## src/rtl/exe_muldiv.sv

```systemverilog
// Iterative RV64M multiply/divide unit: one bit per cycle, shift-add multiply,
// restoring divide, single-cycle shortcut for divide-by-zero, signed overflow
// and illegal word-sized high multiplies.
module exe_muldiv #(
  parameter int unsigned XLEN  = 64,
  parameter int unsigned TAG_W = 5
) (
  input  logic             clk,
  input  logic             rst_n,
  input  logic             flush,
  input  logic             in_valid,
  output logic             in_ready,
  input  logic [2:0]       in_funct3,
  input  logic             in_w,
  input  logic [XLEN-1:0]  in_op1,
  input  logic [XLEN-1:0]  in_op2,
  input  logic [TAG_W-1:0] in_tag,
  output logic             out_valid,
  input  logic             out_ready,
  output logic [XLEN-1:0]  out_data,
  output logic [TAG_W-1:0] out_tag
);

  localparam int unsigned CW = $clog2(XLEN);

  typedef enum logic [1:0] {IDLE, BUSY, DONE} state_t;

  state_t            state_q, state_d;
  logic [CW-1:0]     cnt_q, cnt_d;
  logic [2*XLEN-1:0] acc_q, acc_d;
  logic [2*XLEN-1:0] mcand_q, mcand_d;
  logic [XLEN-1:0]   opb_q, opb_d;
  logic [2:0]        f3_q, f3_d;
  logic              w_q, w_d;
  logic              s1_q, s1_d;
  logic              neg_q, neg_d;
  logic [XLEN-1:0]   out_data_q, out_data_d;
  logic [TAG_W-1:0]  out_tag_q, out_tag_d;

  function automatic logic [XLEN-1:0] sext32(input logic [XLEN-1:0] x);
    logic signed [XLEN-1:0] t;
    t = $signed(x << (XLEN - 32));
    return XLEN'(t >>> (XLEN - 32));
  endfunction

  function automatic logic [XLEN-1:0] zext32(input logic [XLEN-1:0] x);
    return XLEN'(x[31:0]);
  endfunction

  // Operand decode for a new request: extension, signs, magnitudes, shortcuts.
  logic            sgn1, sgn2, s1, s2, div0, ovf, illegal, fast;
  logic [XLEN-1:0] ext1, ext2, abs1, abs2, min_val, fast_raw, fast_res;
  always_comb begin
    sgn1 = (in_funct3 == 3'b001) || (in_funct3 == 3'b010) ||
           (in_funct3 == 3'b100) || (in_funct3 == 3'b110);
    sgn2 = (in_funct3 == 3'b001) || (in_funct3 == 3'b100) || (in_funct3 == 3'b110);
    ext1 = in_op1;
    ext2 = in_op2;
    if (in_w) begin
      ext1 = sgn1 ? sext32(in_op1) : zext32(in_op1);
      ext2 = sgn2 ? sext32(in_op2) : zext32(in_op2);
    end
    s1   = sgn1 && ext1[XLEN-1];
    s2   = sgn2 && ext2[XLEN-1];
    abs1 = s1 ? -ext1 : ext1;
    abs2 = s2 ? -ext2 : ext2;
    min_val = in_w ? sext32(XLEN'(32'h8000_0000)) : {1'b1, {(XLEN-1){1'b0}}};
    div0 = in_funct3[2] && (ext2 == '0);
    ovf  = in_funct3[2] && !in_funct3[0] && (ext1 == min_val) && (ext2 == '1);
    // Word ops do not exist on a 32-bit datapath; they are answered with zero.
    illegal = in_w && ((XLEN == 32) || (!in_funct3[2] && (in_funct3[1:0] != 2'b00)));
    fast = div0 || ovf || illegal;
    fast_raw = '0;
    if (illegal)   fast_raw = '0;
    else if (div0) fast_raw = in_funct3[1] ? ext1 : '1;
    else if (ovf)  fast_raw = in_funct3[1] ? '0 : ext1;
    fast_res = in_w ? sext32(fast_raw) : fast_raw;
  end

  // One iteration of multiply or divide, plus sign correction of the final step.
  logic [2*XLEN-1:0] acc_nxt, prod;
  logic [XLEN:0]     top, diff;
  logic [XLEN-1:0]   quo, rem, res_raw, res;
  logic              last;
  always_comb begin
    top  = acc_q[2*XLEN-1:XLEN-1];
    diff = top - {1'b0, opb_q};
    if (f3_q[2]) begin
      if (!diff[XLEN]) acc_nxt = {diff[XLEN-1:0], acc_q[XLEN-2:0], 1'b1};
      else             acc_nxt = {top[XLEN-1:0],  acc_q[XLEN-2:0], 1'b0};
    end else begin
      acc_nxt = acc_q + (opb_q[cnt_q] ? mcand_q : '0);
    end
    prod = neg_q ? -acc_nxt : acc_nxt;
    quo  = neg_q ? -acc_nxt[XLEN-1:0] : acc_nxt[XLEN-1:0];
    rem  = s1_q ? -acc_nxt[2*XLEN-1:XLEN] : acc_nxt[2*XLEN-1:XLEN];
    if (f3_q[2])              res_raw = f3_q[1] ? rem : quo;
    else if (f3_q == 3'b000)  res_raw = prod[XLEN-1:0];
    else                      res_raw = prod[2*XLEN-1:XLEN];
    res  = w_q ? sext32(res_raw) : res_raw;
    last = (cnt_q == (w_q ? CW'(31) : CW'(XLEN - 1)));
  end

  // Next-state and register-update logic; flush overrides everything.
  always_comb begin
    state_d    = state_q;
    cnt_d      = cnt_q;
    acc_d      = acc_q;
    mcand_d    = mcand_q;
    opb_d      = opb_q;
    f3_d       = f3_q;
    w_d        = w_q;
    s1_d       = s1_q;
    neg_d      = neg_q;
    out_data_d = out_data_q;
    out_tag_d  = out_tag_q;
    case (state_q)
      IDLE: begin
        if (in_valid && !flush) begin
          f3_d      = in_funct3;
          w_d       = in_w;
          s1_d      = s1;
          neg_d     = s1 ^ s2;
          opb_d     = abs2;
          cnt_d     = '0;
          out_tag_d = in_tag;
          if (fast) begin
            out_data_d = fast_res;
            state_d    = DONE;
          end else begin
            state_d = BUSY;
            // Word divides pre-align the dividend so its MSB leaves first.
            if (in_funct3[2]) begin
              acc_d   = {{XLEN{1'b0}}, abs1 << (in_w ? (XLEN - 32) : 0)};
              mcand_d = '0;
            end else begin
              acc_d   = '0;
              mcand_d = {{XLEN{1'b0}}, abs1};
            end
          end
        end
      end
      BUSY: begin
        acc_d   = acc_nxt;
        mcand_d = mcand_q << 1;
        cnt_d   = CW'(cnt_q + 1'b1);
        if (last) begin
          out_data_d = res;
          state_d    = DONE;
        end
      end
      DONE: begin
        if (out_ready) state_d = IDLE;
      end
      default: state_d = IDLE;
    endcase
    if (flush) state_d = IDLE;
  end

  // State and datapath registers with asynchronous clear.
  always_ff @(posedge clk or negedge rst_n) begin
    if (!rst_n) begin
      state_q    <= IDLE;
      cnt_q      <= '0;
      acc_q      <= '0;
      mcand_q    <= '0;
      opb_q      <= '0;
      f3_q       <= '0;
      w_q        <= 1'b0;
      s1_q       <= 1'b0;
      neg_q      <= 1'b0;
      out_data_q <= '0;
      out_tag_q  <= '0;
    end else begin
      state_q    <= state_d;
      cnt_q      <= cnt_d;
      acc_q      <= acc_d;
      mcand_q    <= mcand_d;
      opb_q      <= opb_d;
      f3_q       <= f3_d;
      w_q        <= w_d;
      s1_q       <= s1_d;
      neg_q      <= neg_d;
      out_data_q <= out_data_d;
      out_tag_q  <= out_tag_d;
    end
  end

  assign in_ready  = rst_n && (state_q == IDLE);
  assign out_valid = (state_q == DONE);
  assign out_data  = out_data_q;
  assign out_tag   = out_tag_q;

endmodule

```

## config.mk

```make
export PLATFORM = sky130hd
export DESIGN_NAME = exe_muldiv
export DESIGN_NICKNAME = d
export VERILOG_FILES = /design/src/rtl/exe_muldiv.sv
export SDC_FILE = /design/constraint.sdc
export NUM_CORES = 2
export LEC_CHECK = 0
export BUFFER_PORTS_ARGS = -buffer_cell sky130_fd_sc_hd__buf_2
export CAP_MARGIN = 10
export CORE_MARGIN = 5
export CORE_UTILIZATION = 39
export DETAILED_ROUTE_END_ITERATION = 8
export GPL_TIMING_DRIVEN = 1
export PLACE_DENSITY = 0.51
export SYNTH_ARGS = -nofsm -noshare
export SYNTH_HDL_FRONTEND = slang
export SYNTH_SLANG_ARGS = --single-unit
```

## constraint.sdc

```tcl
create_clock -name clk -period 10 [get_ports clk]
set_input_delay 1.5 -clock clk [delete_from_list [all_inputs] [get_ports clk]]
set_output_delay 1.5 -clock clk [all_outputs]
set_load 0.05 [all_outputs]
```

==> results.cfg <==
[run_status]
outcome = complete, no violations

[route]
drt-total-wl_um = 294100
drc = 0
wl_per_cell_um = 34.61
vias = 58630
drtIter0Drc = 9209
via_per_inst = 6.900
ant_nets = 0
dr.pass1.iters = 7

[timing]
hold_viol_final = 0
relSlewSlack_pct = 5.515
worstMarginPinSlew_ps = 1411
fin_crit_ps = 9975
slew_violations = 0
worst_slack_ps = 24.62
whs_ps = 474.4
fmax_mhz = 100.2
finClkSkew_ps = 34.68
setup_viol = 0
grt_setup_unrepaired = no
fin_crit_sh_pct = 99.75
setup_tns_ps = 0

[floorplanning]
ioPinCount = 213
coreArea_um2 = 122000
die_y_um = 361.0
row_count = 128
die_w_um = 361.0
start_util_pct = 39.38
die_area_um2 = 130300

[run]
cap_violations = 0

[place]
gp_congestion = 1.077
hpwlAfterDp_um = 235800
post-place-ws_ps = 105.7
io_buffer_count = 212
placed_cell_area_um2 = 50900

[yosys]
yosys_warnings = 0
yosysUniqueCellTypes = 129
synth-seq-cells = 403
ys_seq_area_share_pct = 20.99
syn_avg_cell_area_um2 = 7.052
ys.flop_type = dfrtp_1
synthesis.nets = 7155
synth_edf_count = 0
async_flop_share_pct = 100.0
syn_area_um2 = 48050
postSynthCellCount = 6814

[cells_and_area]
area_growth_pct = 10.39
nNetsFinal = 7153
most-common-layout-cells = nand2_1, o21ai_0, a21oi_1
num-fill-cells = 12950
layout_commonest_cell = nand2_1
fin_area_um2 = 53050
drive_above_1_share_pct = 10.34

[cts]
cts_tree = built
clk_path_buf_depth = 3
cts_made_buffers = 55
insertion_delay_ps = 690
clk_pin_slew_ps = 60
numClockSinks = 403
cts_hold_buffers = 0
cts_htree_levels = 2
cts-root-buf = clkbuf_16

[power_and_ir_drop]
p_per_area_nw_per_um2 = 356.6
p_leak_nw = 20.83
totalPowerFinal_mw = 18.92
vdd_ir_drop_max_mv = 0.2893

[grt]
globalRouteTotalUtil_pct = 42.38
grt-ovfl-total = 0
antenna_found_initial = 26
grt_pass1_wl_um = 406400
grt_pass1_vias = 53150
grt_max_degree = 199

[critical_path]
crit_fanout = 38
cp-end-kind = register
startpoint_type = register
reg2reg_slack_ps = 20
required_ps = 10550
critPathKind = register to register
critical_path_arrival_ps = 10520

[min_path]
hp-class = register to register
through the flow:
stage	std cells	utilization (%)
floorplan	6814	-
finish	8497	43.47
CTS	8477	43.34
global placement	8376	41.71
detailed placement	8376	41.71
global route	8483	43.44
sequential cells by signal, summed over array words and instances (netlist names):
name and flops:
acc_q 128, cnt_q 6, f3_q 3, mcand_q 128, neg_q 1, opb_q 64, out_data 64, out_tag 5
s1_q 1, state_q 2, w_q 1
metal layers:
layer / part of all wire [%] / track usage, % / routed length [um] / vias up
li1: - / - / - / 25300
met1: 42 / 59.91 / 123300 / 28780
met2: 39 / 58.42 / 115700 / 3827
met3: 13 / 13.42 / 38280 / 702
met4: 5.6 / 19.08 / 16500 / 18
met5: 0.073 / 0.5810 / 214 / -
Yosys cell counts (45+ instances only):
library cell / number / area (um^2)
nand2_1: 927 / 3480
o21ai_0: 757 / 3789
a21oi_1: 639 / 3198
nor2_1: 518 / 1944
dfrtp_1: 403 / 10080
clkbuf_1: 352 / 1321
nor3_1: 225 / 1126
ha_1: 197 / 2465
xnor2_1: 191 / 1673
nand3_1: 185 / 925.9
xor2_1: 164 / 1436
and2_1: 161 / 1007
nand4_1: 157 / 982.2
inv_1: 146 / 548.0
a31oi_1: 97 / 606.8
o31ai_1: 90 / 675.7
nor4_1: 81 / 506.7
a21o_1: 78 / 585.6
or3_1: 77 / 481.7
buf_2: 71 / 355.3
mux2i_1: 71 / 710.7
a211oi_1: 68 / 510.5
o211ai_1: 68 / 510.5
o221ai_1: 56 / 490.5
and3_1: 54 / 337.8
o21a_1: 53 / 397.9
or4_1: 45 / 337.8
report_power, final:
part / switching [mW] / internal [mW] / leakage (nW)
Combinational: 9.75 / 3.95 / 14.6
Sequential: 0.888 / 2.08 / 5.25
Clock: 0.903 / 1.35 / 0.977
Total: 11.5 / 7.38 / 20.8
cell families (layout without fill, tap and decap cells):
| kind of cell | Yosys count | after routing | share of synthesized area, % |
|---|---|---|---|
| muxes | 100 | 102 | 2.369 |
| adders and majority gates | 200 | 200 | 5.233 |
| and+or+nand+nor | 2717 | 2717 | 27.95 |
| AOI/OAI and AO/OA | 2414 | 2414 | 31.76 |
| other | 0 | 16 | 0 |
| buffers and inverters | 625 | 665 | 5.233 |
| xor gates and xnor gates | 355 | 355 | 6.470 |
| DFF | 403 | 403 | 20.99 |
cell type report:
type,instances,area [um^2],area share [%]
multi-input combinational,5788,35660,67.23
sequential,403,10090,19.03
timing repair buffer,416,2668,5.029
tap,1625,2033,3.833
clock buffer,74,1600,3.017
inverter,148,558.0,1.052
clock inverter,27,390.4,0.7359
antenna,16,40.04,0.07548
worst max-delay path: stages (launching register included):
cell and delay [ps]:
dfrtp_1 630, nand2b_1 370, o221ai_1 340, o22ai_1 190, a21oi_2 510, mux4_2 1010, and2_1 240, ha_1 420
nand2_1 200, o21ai_0 370, a21oi_1 150, o31ai_1 1070, a21o_1 360, a21oi_1 130, a31oi_1 460, a221o_1 360
o211ai_1 290, nor4_1 500, nand3_1 420, o31ai_1 430, xor2_1 380, nor3_1 100, a2111oi_1 580, buf_4 210
o21ai_0 60
worst paths after layout:
path / end / start / cells past startpoint
worst max-delay path: out_data[36] / cnt_q[2] / 24
worst min-delay path: out_tag[4] / out_tag[4] / 2
worst max register to register: out_data[36] / cnt_q[2] / 24
worst min register to register: out_tag[4] / out_tag[4] / 2
max in group asynchronous: mcand_q[10] / rst_n / 3
min in group asynchronous: acc_q[119] / rst_n / 1
repair_timing:
action                     in CTS  in global routing
setup buffers                   0                  2
setup endpoints to repair       0                 27
hold endpoints to repair        0                  0
resized for setup               0                 10
(Power assumes the default switching activity.)
